## src/rtl/coproc_cmd_issuer.sv

```systemverilog
// coproc_cmd_issuer
//   Host-side initiator for the image coprocessor command interface. Host
//   commands are queued in a small FIFO and issued one at a time using a
//   return-to-zero ENABLE/DONE handshake. DATA_OUT is captured for LOADs.
//
// Ports
//   clock, reset                      clock / async active-high reset
//   cmd_valid/ready/instr/addr/data   host command push (FIFO input)
//   rsp_valid/ready/instr/data/error  retired-command response
//   co_instruction/mem_addr/data_in   coprocessor buses (held while enable=1)
//   co_enable                         coprocessor ENABLE
//   co_data_out, co_flag_done         coprocessor DATA_OUT / FLAG_DONE (async)
//   busy                              FSM active or FIFO non-empty
//   fifo_count                        FIFO occupancy
//
// Optional feature macro: ISSUER_TIMEOUT_EN
//   Defined: a command waiting longer than TIMEOUT_CYCLES in WAIT_DONE/RELEASE
//   is abandoned and answered with rsp_error=1. Undefined: waits forever.
module coproc_cmd_issuer #(
    parameter int FIFO_DEPTH     = 4,
    parameter int SETUP_CYCLES   = 2,
    parameter int TIMEOUT_CYCLES = 1048576
) (
    input  logic                         clock,
    input  logic                         reset,
    input  logic                         cmd_valid,
    output logic                         cmd_ready,
    input  logic [2:0]                   cmd_instr,
    input  logic [17:0]                  cmd_addr,
    input  logic [7:0]                   cmd_data,
    output logic                         rsp_valid,
    input  logic                         rsp_ready,
    output logic [2:0]                   rsp_instr,
    output logic [7:0]                   rsp_data,
    output logic                         rsp_error,
    output logic [2:0]                   co_instruction,
    output logic [17:0]                  co_mem_addr,
    output logic [7:0]                   co_data_in,
    output logic                         co_enable,
    input  logic [7:0]                   co_data_out,
    input  logic                         co_flag_done,
    output logic                         busy,
    output logic [$clog2(FIFO_DEPTH):0]  fifo_count
);
    localparam int PW = $clog2(FIFO_DEPTH);
    localparam int SW = (SETUP_CYCLES > 1) ? $clog2(SETUP_CYCLES) : 1;

    localparam logic [2:0] OP_NOP  = 3'b000;
    localparam logic [2:0] OP_LOAD = 3'b001;

    typedef enum logic [2:0] {IDLE, SETUP, ISSUE, WAIT_DONE, RELEASE, RESPOND} state_t;
    state_t state;

    // ---------------- done synchronizer ----------------
    logic done_meta, done_s;
    always_ff @(posedge clock or posedge reset) begin
        if (reset) begin
            done_meta <= 1'b0;
            done_s    <= 1'b0;
        end else begin
            done_meta <= co_flag_done;
            done_s    <= done_meta;
        end
    end

    // ---------------- command FIFO ----------------
    logic [28:0]   mem [FIFO_DEPTH];
    logic [PW-1:0] wr_ptr, rd_ptr;
    logic          push, pop;
    logic [2:0]    head_instr;
    logic [17:0]   head_addr;
    logic [7:0]    head_data;

    assign cmd_ready = (fifo_count != (PW+1)'(FIFO_DEPTH));
    assign push      = cmd_valid && cmd_ready;
    // A stale done (still high from the previous handshake) blocks the pop so
    // the coprocessor always sees a clean rising ENABLE.
    assign pop       = (state == IDLE) && (fifo_count != '0) && !done_s && !rsp_valid;
    assign {head_instr, head_addr, head_data} = mem[rd_ptr];
    assign busy      = (state != IDLE) || (fifo_count != '0);

    always_ff @(posedge clock) begin
        if (push) mem[wr_ptr] <= {cmd_instr, cmd_addr, cmd_data};
    end

    always_ff @(posedge clock or posedge reset) begin
        if (reset) begin
            wr_ptr     <= '0;
            rd_ptr     <= '0;
            fifo_count <= '0;
        end else begin
            if (push) wr_ptr <= wr_ptr + PW'(1);
            if (pop)  rd_ptr <= rd_ptr + PW'(1);
            case ({push, pop})
                2'b10:   fifo_count <= fifo_count + 1'b1;
                2'b01:   fifo_count <= fifo_count - 1'b1;
                default: fifo_count <= fifo_count;
            endcase
        end
    end

    // ---------------- optional timeout ----------------
    logic to_hit;
`ifdef ISSUER_TIMEOUT_EN
    localparam int TW = $clog2(TIMEOUT_CYCLES + 1);
    logic [TW-1:0] to_cnt;
    logic          waiting;
    assign waiting = (state == WAIT_DONE) || (state == RELEASE);
    assign to_hit  = waiting && (to_cnt == TW'(TIMEOUT_CYCLES - 1));

    always_ff @(posedge clock or posedge reset) begin
        if (reset)                 to_cnt <= '0;
        else if (pop)              to_cnt <= '0;   // cleared whenever a command enters SETUP
        else if (waiting && !to_hit) to_cnt <= to_cnt + TW'(1);
    end
`else
    assign to_hit = 1'b0;
`endif

    // ---------------- issue FSM ----------------
    logic [SW-1:0] setup_cnt;
    logic          setup_done;
    assign setup_done = (int'(setup_cnt) + 1 >= SETUP_CYCLES);

    always_ff @(posedge clock or posedge reset) begin
        if (reset) begin
            state          <= IDLE;
            setup_cnt      <= '0;
            co_instruction <= '0;
            co_mem_addr    <= '0;
            co_data_in     <= '0;
            co_enable      <= 1'b0;
            rsp_valid      <= 1'b0;
            rsp_instr      <= '0;
            rsp_data       <= '0;
            rsp_error      <= 1'b0;
        end else begin
            case (state)
                IDLE: begin
                    if (pop) begin
                        if (head_instr == OP_NOP) begin
                            // NOP never touches the coprocessor
                            rsp_valid <= 1'b1;
                            rsp_instr <= OP_NOP;
                            rsp_data  <= '0;
                            rsp_error <= 1'b0;
                            state     <= RESPOND;
                        end else begin
                            co_instruction <= head_instr;
                            co_mem_addr    <= head_addr;
                            co_data_in     <= head_data;
                            setup_cnt      <= '0;
                            state          <= SETUP;
                        end
                    end
                end
                SETUP: begin
                    if (setup_done) state     <= ISSUE;
                    else            setup_cnt <= setup_cnt + SW'(1);
                end
                ISSUE: begin
                    co_enable <= 1'b1;
                    state     <= WAIT_DONE;
                end
                WAIT_DONE: begin
                    if (done_s) begin
                        rsp_data  <= (co_instruction == OP_LOAD) ? co_data_out : 8'h00;
                        co_enable <= 1'b0;
                        state     <= RELEASE;
                    end else if (to_hit) begin
                        co_enable <= 1'b0;
                        rsp_valid <= 1'b1;
                        rsp_instr <= co_instruction;
                        rsp_data  <= '0;
                        rsp_error <= 1'b1;
                        state     <= RESPOND;
                    end
                end
                RELEASE: begin
                    // hold off the response until DONE has returned to zero
                    if (!done_s) begin
                        rsp_valid <= 1'b1;
                        rsp_instr <= co_instruction;
                        rsp_error <= 1'b0;
                        state     <= RESPOND;
                    end else if (to_hit) begin
                        rsp_valid <= 1'b1;
                        rsp_instr <= co_instruction;
                        rsp_data  <= '0;
                        rsp_error <= 1'b1;
                        state     <= RESPOND;
                    end
                end
                RESPOND: begin
                    if (rsp_ready) begin
                        rsp_valid <= 1'b0;
                        state     <= IDLE;
                    end
                end
                default: state <= IDLE;
            endcase
        end
    end
endmodule
```

## config.mk

```make
export PLATFORM = sky130hd
export DESIGN_NAME = coproc_cmd_issuer
export DESIGN_NICKNAME = d
export VERILOG_FILES = /design/src/rtl/coproc_cmd_issuer.sv
export SDC_FILE = /design/constraint.sdc
export NUM_CORES = 1
export LEC_CHECK = 0
export CELL_PAD_IN_SITES_DETAIL_PLACEMENT = 1
export CELL_PAD_IN_SITES_GLOBAL_PLACEMENT = 1
export CORE_AREA = 2 2 123 125
export CTS_CLUSTER_SIZE = 12
export DETAILED_ROUTE_END_ITERATION = 16
export DIE_AREA = 0 0 125 127
export GPL_ROUTABILITY_DRIVEN = 1
export PLACE_DENSITY_LB_ADDON = 0.1
export SLEW_MARGIN = 10
export SYNTH_ARGS = -nofsm -noshare
export SYNTH_HDL_FRONTEND = slang
export SYNTH_SLANG_ARGS = --single-unit
```

## constraint.sdc

```tcl
create_clock -name clock -period 2.8 [get_ports clock]
set_input_delay 0.28 -clock clock [delete_from_list [all_inputs] [get_ports clock]]
set_output_delay 0.28 -clock clock [all_outputs]
set_load 0.005 [all_outputs]
```

==> run metrics, run 1 <==
CTS clk-pin slew, worst paths=roughly 0.060 ns; Hold WC Path Type=in2reg; DR WL/cell=19.96 µm; clk_skew=0.007260 ns; vias in the first global route=3783; # fillers=between 1000 and 1500; Critical Path RT=roughly 3.2 ns; Post-CTS Setup Repair Bufs=0; clk buf depth=2; DRT Pass-1 Iters=4; Synth Warn #=0; Int Power=just under 7000 µW; combinational share of power=about a third; setup TNS=0 ns; CP delay by family, top=simple AND/OR/NAND/NOR gates; Multi-input gate area=0.001713 mm²; initial core utilization=a little under half; TritonCTS clock tree=done; slowest CP cell=or4b_1; vias per cell=between 5 and 6; clk_lat worst skew=roughly 0.42 ns; synthesized instance count=351; Final #Nets=slightly above 500; Setup Viol. Count Final=0; endpoints failing hold=0; Mapped Area=a little under 0.007 mm²; Worst-Margin Slew=0.7637 ns; max_cap viols=0; Worst Path Max Fanout=9; Area Overhead vs Synth=26.50%; CTS Buf Count=17; PD cells=about 1100 mW/mm²; Clock power frac=between 20% and 30%; share of layout cells above drive strength 1=24.42%; GP Congestion=~0.76; CP Buf/Inv Count=2; post-synthesis sequential area ratio=72.23%; GR Overflow Total=0; Crit. End Element=register; status=finished clean; final antenna-violating net count=0; Pwr Total=about 9500 µW; Final min period=2.536 ns; initial antenna violation count=0; Switch Pwr=2585 µW; # IOs=90; post-synthesis cell type count=between 40 and 50; crit path kind=reg2reg; Avg Cell Area, Syn=between 15 and 20 µm²; VDD IR max=between 400 and 500 µV; Leak=between 0.003 and 0.004 µW; die area=between 0.015 and 0.02 mm²; Placed Area=approximately 0.008 mm²; pin count of the biggest net entering global routing=56; Net Sw Frac=between 20 and 30%; first-pass GRT wire length=approximately 21 mm; # hold bufs at CTS=0; Tcrit/Tclk final=roughly nine tenths; most frequent cells in the layout=116 x edfxtp_1, 88 x clkdlybuf4s50_1, 53 x dfrtp_1; flop2flop setup slack=0.26 ns; hpwl dp=between 8 and 9 mm; crit-path most repeated cell=xor2_1; DIE WIDTH=roughly 130 µm; Sequential Area=0.004862 mm²; post-cts resize count=0; Critical Path Max Stage Delay=0.59 ns; DRC errors left=0; Net Count, Synth=between 300 and 400; crit path DAT=2.88 ns; Rel. slew slack=between 40% and 50%; drt initial violations=about 170; row cnt=44; worst hold slack=~0.31 ns; Seq pwr share=41.0%; final core occ=59.00%; cells along the critical path=nor3_2 -> or4b_1 -> inv_2 -> ha_1 -> inv_1 -> fa_1 -> xor2_1 -> nor2_1 -> xor2_1; pins over their slew limit=0; GR Util All Layers=between 15 and 20%; unrepaired setup endpoints after global routing=false; critical path launch point type=register; commonest non-fill, non-tap cell in the layout=edfxtp_1; die height=around 130 µm; diode count=0; CTS Sinks=between 150 and 200; core footprint=0.01442 mm²; count of buffers from port buffering=just under 90; H-tree lvl count=4; CTS root buf=clkbuf_16; Via Count=~3400; register bit total from synthesis=approximately 170; post-route cell area=about 0.0085 mm²; Max Freq=between 0.3 and 0.4 GHz; Post-Route WL=about 13 mm
## worst reg2reg max path: cells and delay by family (launching register included)
kind / cells / cell delay (ns)
and+or+nand+nor: 3 / 0.94
buffers and inverters: 2 / 0.19
adders and majority gates: 2 / 0.56
xor gates and xnor gates: 2 / 0.30
DFF: 1 / 0.47
## power by group through the flow
stage	sequential, µW	combinational (µW)	clock, µW
6_report	3880	3050	2540
3_3_place_gp	3890	3040	0
4_1_cts	3890	3130	2610
3_5_place_dp	3930	3110	0
2_1_floorplan	3800	1940	0
5_1_grt	3970	3310	2700
## state kept, by name (all words and copies together) (netlist names)
name            flops
rsp_data            8
done_s              1
rsp_instr           3
co_instruction      3
rd_ptr              2
co_mem_addr        18
setup_cnt           1
state               3
co_enable           1
wr_ptr              2
co_data_in          8
rsp_valid           1
fifo_count          3
mem               116
done_meta           1
## cell families after synthesis
logic type | synth area share (%)
flops | 72.23
mux | 17.84
simple gates | 3.552
buf+inv | 2.380
compound gates | 1.934
fa+ha+maj | 1.227
xor+xnor | 0.7811
other cells | 0.05574
## worst paths after layout
check / startpoint / to / cells after the start
hold reg to reg: done_meta$_DFF_PP0_ / done_s$_DFF_PP0_ / 0
min in group asynchronous: reset / rsp_data[4]$_DFFE_PP0P_ / 3
setup / recovery: state[0]$_DFFE_PP0P_ / fifo_count[2]$_DFFE_PP0P_ / 9
max in group asynchronous: reset / rd_ptr[1]$_DFFE_PP0P_ / 3
hold / removal: co_flag_done / done_meta$_DFF_PP0_ / 1
setup reg to reg: state[0]$_DFFE_PP0P_ / fifo_count[2]$_DFFE_PP0P_ / 9
## Yosys cell counts, drive strengths merged
master	n	area, µm²
mux2i	10	100.1
xor2	2	17.52
and3	7	43.79
a21oi	3	15.01
nor4	1	6.260
and2	1	8.760
o21ai	8	51.30
mux2	30	446.7
o32ai	1	8.760
conb	1	3.750
xnor2	4	35.03
dfrtp	55	1376
or3	2	17.52
a22oi	1	7.510
a222oi	1	10.01
ha	5	62.56
or4b	1	10.01
o31a	1	8.760
nand2b	5	31.28
a31oi	1	6.260
a211oi	1	7.510
nand2	18	67.56
a21o	2	15.01
nor3	2	15.01
fa	1	20.02
buf	11	77.57
nand3	2	10.01
nor2	6	22.52
mux4	29	653.1
edfxtp	116	3483
clkbuf	5	18.77
nor2b	1	6.260
inv	17	63.81
## stage by stage
stage,std cells,setup slack [ns]
final,655,0.2639
after global routing,655,0.1324
after CTS,655,0.2519
after detailed placement,623,0.2699
after global placement,623,0.3978
after floorplan,351,0.3839
## cell type report
| class | instances | area share, % |
|---|---|---|
| multi-input combinational | 147 | 20.13 |
| sequential | 171 | 57.13 |
| timing repair buffer | 104 | 11.76 |
| clock buffer | 21 | 5.293 |
| inverter | 17 | 0.7498 |
| clock inverter | 11 | 2.235 |
| tap | 184 | 2.705 |
## layer usage
layer	share of wire (%)	GRT usage, %	wire length [µm]	up-vias
met5	0	0	0	-
met2	51	29.80	6671	79
li1	-	-	-	1546
met3	4.0	4.523	521	13
met1	44	22.05	5693	1751
met4	1.4	7.059	187	0
Note: power is estimated with default switching activity, not from simulation.
==> inputs of run 2 (changes only) <==
--- a/config.mk
+++ b/config.mk
@@ -7,10 +7,10 @@
 export LEC_CHECK = 0
 export CELL_PAD_IN_SITES_DETAIL_PLACEMENT = 1
 export CELL_PAD_IN_SITES_GLOBAL_PLACEMENT = 1
-export CORE_AREA = 2 2 123 125
+export CORE_AREA = 2 2 133 135
 export CTS_CLUSTER_SIZE = 12
 export DETAILED_ROUTE_END_ITERATION = 16
-export DIE_AREA = 0 0 125 127
+export DIE_AREA = 0 0 135 137
 export GPL_ROUTABILITY_DRIVEN = 1
 export PLACE_DENSITY_LB_ADDON = 0.1
 export SLEW_MARGIN = 10
==> run metrics, run 2 (synthesis gave the netlist of run 1 again) <==
CTS root buf=clkbuf_16 (unchanged); drt initial violations=131 (was 166); die height=137 µm (was 127 µm); share of layout cells above drive strength 1=23.94% (was 24.42%); endpoints failing hold=0 (unchanged); Post-CTS Setup Repair Bufs=0 (unchanged); post-route cell area=0.008519 mm² (was 0.008511 mm²); Placed Area=0.007954 mm² (was 0.007870 mm²); Tcrit/Tclk final=88.73% (was 90.57%); met1 Use GR=19.93% (was 22.05%); r2r startpoint=state[0]$_DFFE_PP0P_ (unchanged); max reg flops=116 (unchanged); Max Freq=0.4025 GHz (was 0.3943 GHz); met3 usage=4.370% (was 4.523%); CP Buf/Inv Count=2 (unchanged); # IOs=90 (unchanged); clk_skew=0.009970 ns (was 0.007260 ns); depth of the worst register-to-register path=9 (unchanged); CTS clk-pin slew, worst paths=0.07 ns (was 0.06 ns); cells along the critical path=nor3_2 -> or4b_1 -> inv_2 -> ha_1 -> inv_1 -> fa_1 -> xor2_1 -> nor2_1 -> xor2_1 (unchanged); clk_lat worst skew=0.43 ns (was 0.42 ns); Rel. slew slack=55.37% (was 49.08%); GR Util All Layers=15.93% (was 17.64%); Area Overhead vs Synth=26.63% (was 26.50%); commonest non-fill, non-tap cell in the layout=edfxtp_1 (unchanged); crit path kind=reg2reg (unchanged); busiest layer in global routing=met2 (unchanged); vias per cell=4.915 (was 5.174); unrepaired setup endpoints after global routing=false (unchanged); CTS Buf Count=17 (unchanged); DIE WIDTH=135 µm (was 125 µm); pins over their slew limit=0 (unchanged); clk buf depth=2 (unchanged); Hold WC Path Type=in2async (was in2reg); GP Congestion=0.7715 (was 0.7576); VDD IR max=541.8 µV (was 457.1 µV); Worst-Margin Slew=0.6694 ns (was 0.7637 ns); Setup Viol. Count Final=0 (unchanged); status=finished clean (unchanged); Via Count=3426 (was 3389); core footprint=0.01706 mm² (was 0.01442 mm²); row cnt=48 (was 44); vias in the first global route=3818 (was 3783); setup TNS=0 ns (unchanged); leading registers by flop count=mem: 116 flops, co_mem_addr: 18 flops (unchanged); DRT Pass-1 Iters=4 (unchanged); reg2reg end=fifo_count[2]$_DFFE_PP0P_ (unchanged); hpwl dp=8.711 mm (was 8.285 mm); pin count of the biggest net entering global routing=56 (unchanged); CP delay by family, top=simple AND/OR/NAND/NOR gates (unchanged); Critical Path Max Stage Delay=0.58 ns (was 0.59 ns); final antenna-violating net count=0 (unchanged); slowest CP cell=or4b_1 (unchanged); die area=0.01850 mm² (was 0.01588 mm²); most frequent cells in the layout=116 x edfxtp_1, 88 x clkdlybuf4s50_1, 53 x dfrtp_1 (unchanged); Final min period=2.484 ns (was 2.536 ns); crit path DAT=2.83 ns (was 2.88 ns); initial antenna violation count=1 (was 0); GR Overflow Total=0 (unchanged); count of buffers from port buffering=88 (unchanged); # hold bufs at CTS=0 (unchanged); TritonCTS clock tree=done (unchanged); PD cells=1086 mW/mm² (was 1113 mW/mm²); post-cts resize count=0 (unchanged); flop2flop setup slack=0.32 ns (was 0.26 ns); max_cap viols=0 (unchanged); CTS Sinks=171 (unchanged); Post-Route WL=13.49 mm (was 13.07 mm); met2 usage=26.51% (was 29.80%); Final #Nets=507 (was 506); initial core utilization=39.44% (was 46.64%); Crit. End Element=register (unchanged); Critical Path RT=3.15 ns (about the same); first-pass GRT wire length=21.42 mm (was 20.96 mm); DRC errors left=0 (unchanged); critical path launch point type=register (unchanged); H-tree lvl count=4 (unchanged); Most flops, register=mem (unchanged); Leak=0.003132 µW (was 0.003160 µW); Worst Path Max Fanout=9 (unchanged); diode count=0 (unchanged); DR WL/cell=19.36 µm (was 19.96 µm); crit-path most repeated cell=xor2_1 (unchanged)
## run 2: worst max-delay path by stage
stage | end | slack [ns] | startpoint | depth (start not counted)
2_1_floorplan | fifo_count[2]$_DFFE_PP0P_ | 0.38 | state[2]$_DFFE_PP0P_ | 10
3_3_place_gp | co_mem_addr[3]$_DFFE_PP0P_ | 0.39 | state[0]$_DFFE_PP0P_ | 5
3_5_place_dp | fifo_count[2]$_DFFE_PP0P_ | 0.31 | state[0]$_DFFE_PP0P_ | 9
4_1_cts | fifo_count[2]$_DFFE_PP0P_ | 0.30 | state[0]$_DFFE_PP0P_ | 9
5_1_grt | fifo_count[2]$_DFFE_PP0P_ | 0.14 | state[0]$_DFFE_PP0P_ | 9
6_report | fifo_count[2]$_DFFE_PP0P_ | 0.32 | state[0]$_DFFE_PP0P_ | 9
## run 2: through the flow
| stage | power, µW | worst slack (ns) | instances | utilization [%] | hold slack, ns |
|---|---|---|---|---|---|
| 4_1_cts | 9416 | 0.2988 | 697 | 49.95 | 0.2499 |
| 5_1_grt | 9787 | 0.1427 | 697 | 49.95 | 0.2725 |
| 3_5_place_dp | 7106 | 0.3073 | 665 | 46.63 | 0.3683 |
| 6_report | 9248 | 0.3155 | 697 | 49.95 | 0.2387 |
| 2_1_floorplan | 5732 | 0.3839 | 351 | - | 0.3114 |
| 3_3_place_gp | 7029 | 0.3946 | 665 | 46.63 | 0.3946 |
## run 2: layer usage
layer  up-vias  share of wire (%)
met1      1784                 43
met3        14                4.8
met4         0                1.5
met2        76                 50
li1       1552                  -
met5         -                  0
## run 2: tightest hold or removal path, stage by stage
cell and delay, ns:
clkdlybuf4s50_1 0.42, inv_2 0.07, buf_12 0.29
## run 2: area by class of cell
class,count,area (µm²)
multi-input cells,147,1713
fillers,1609,8537
flip-flops and latches,171,4862
clock buffers,24,471.7
well taps,225,281.5
repair buffers,105,1033
inverters,17,63.81
clock inverters,8,93.84
## run 2: report_power, final
group	leakage [µW]	internal [µW]	switching (µW)
combinational	0.00114	1840	1260
clock	0.000273	1350	922
sequential	0.00172	3470	408
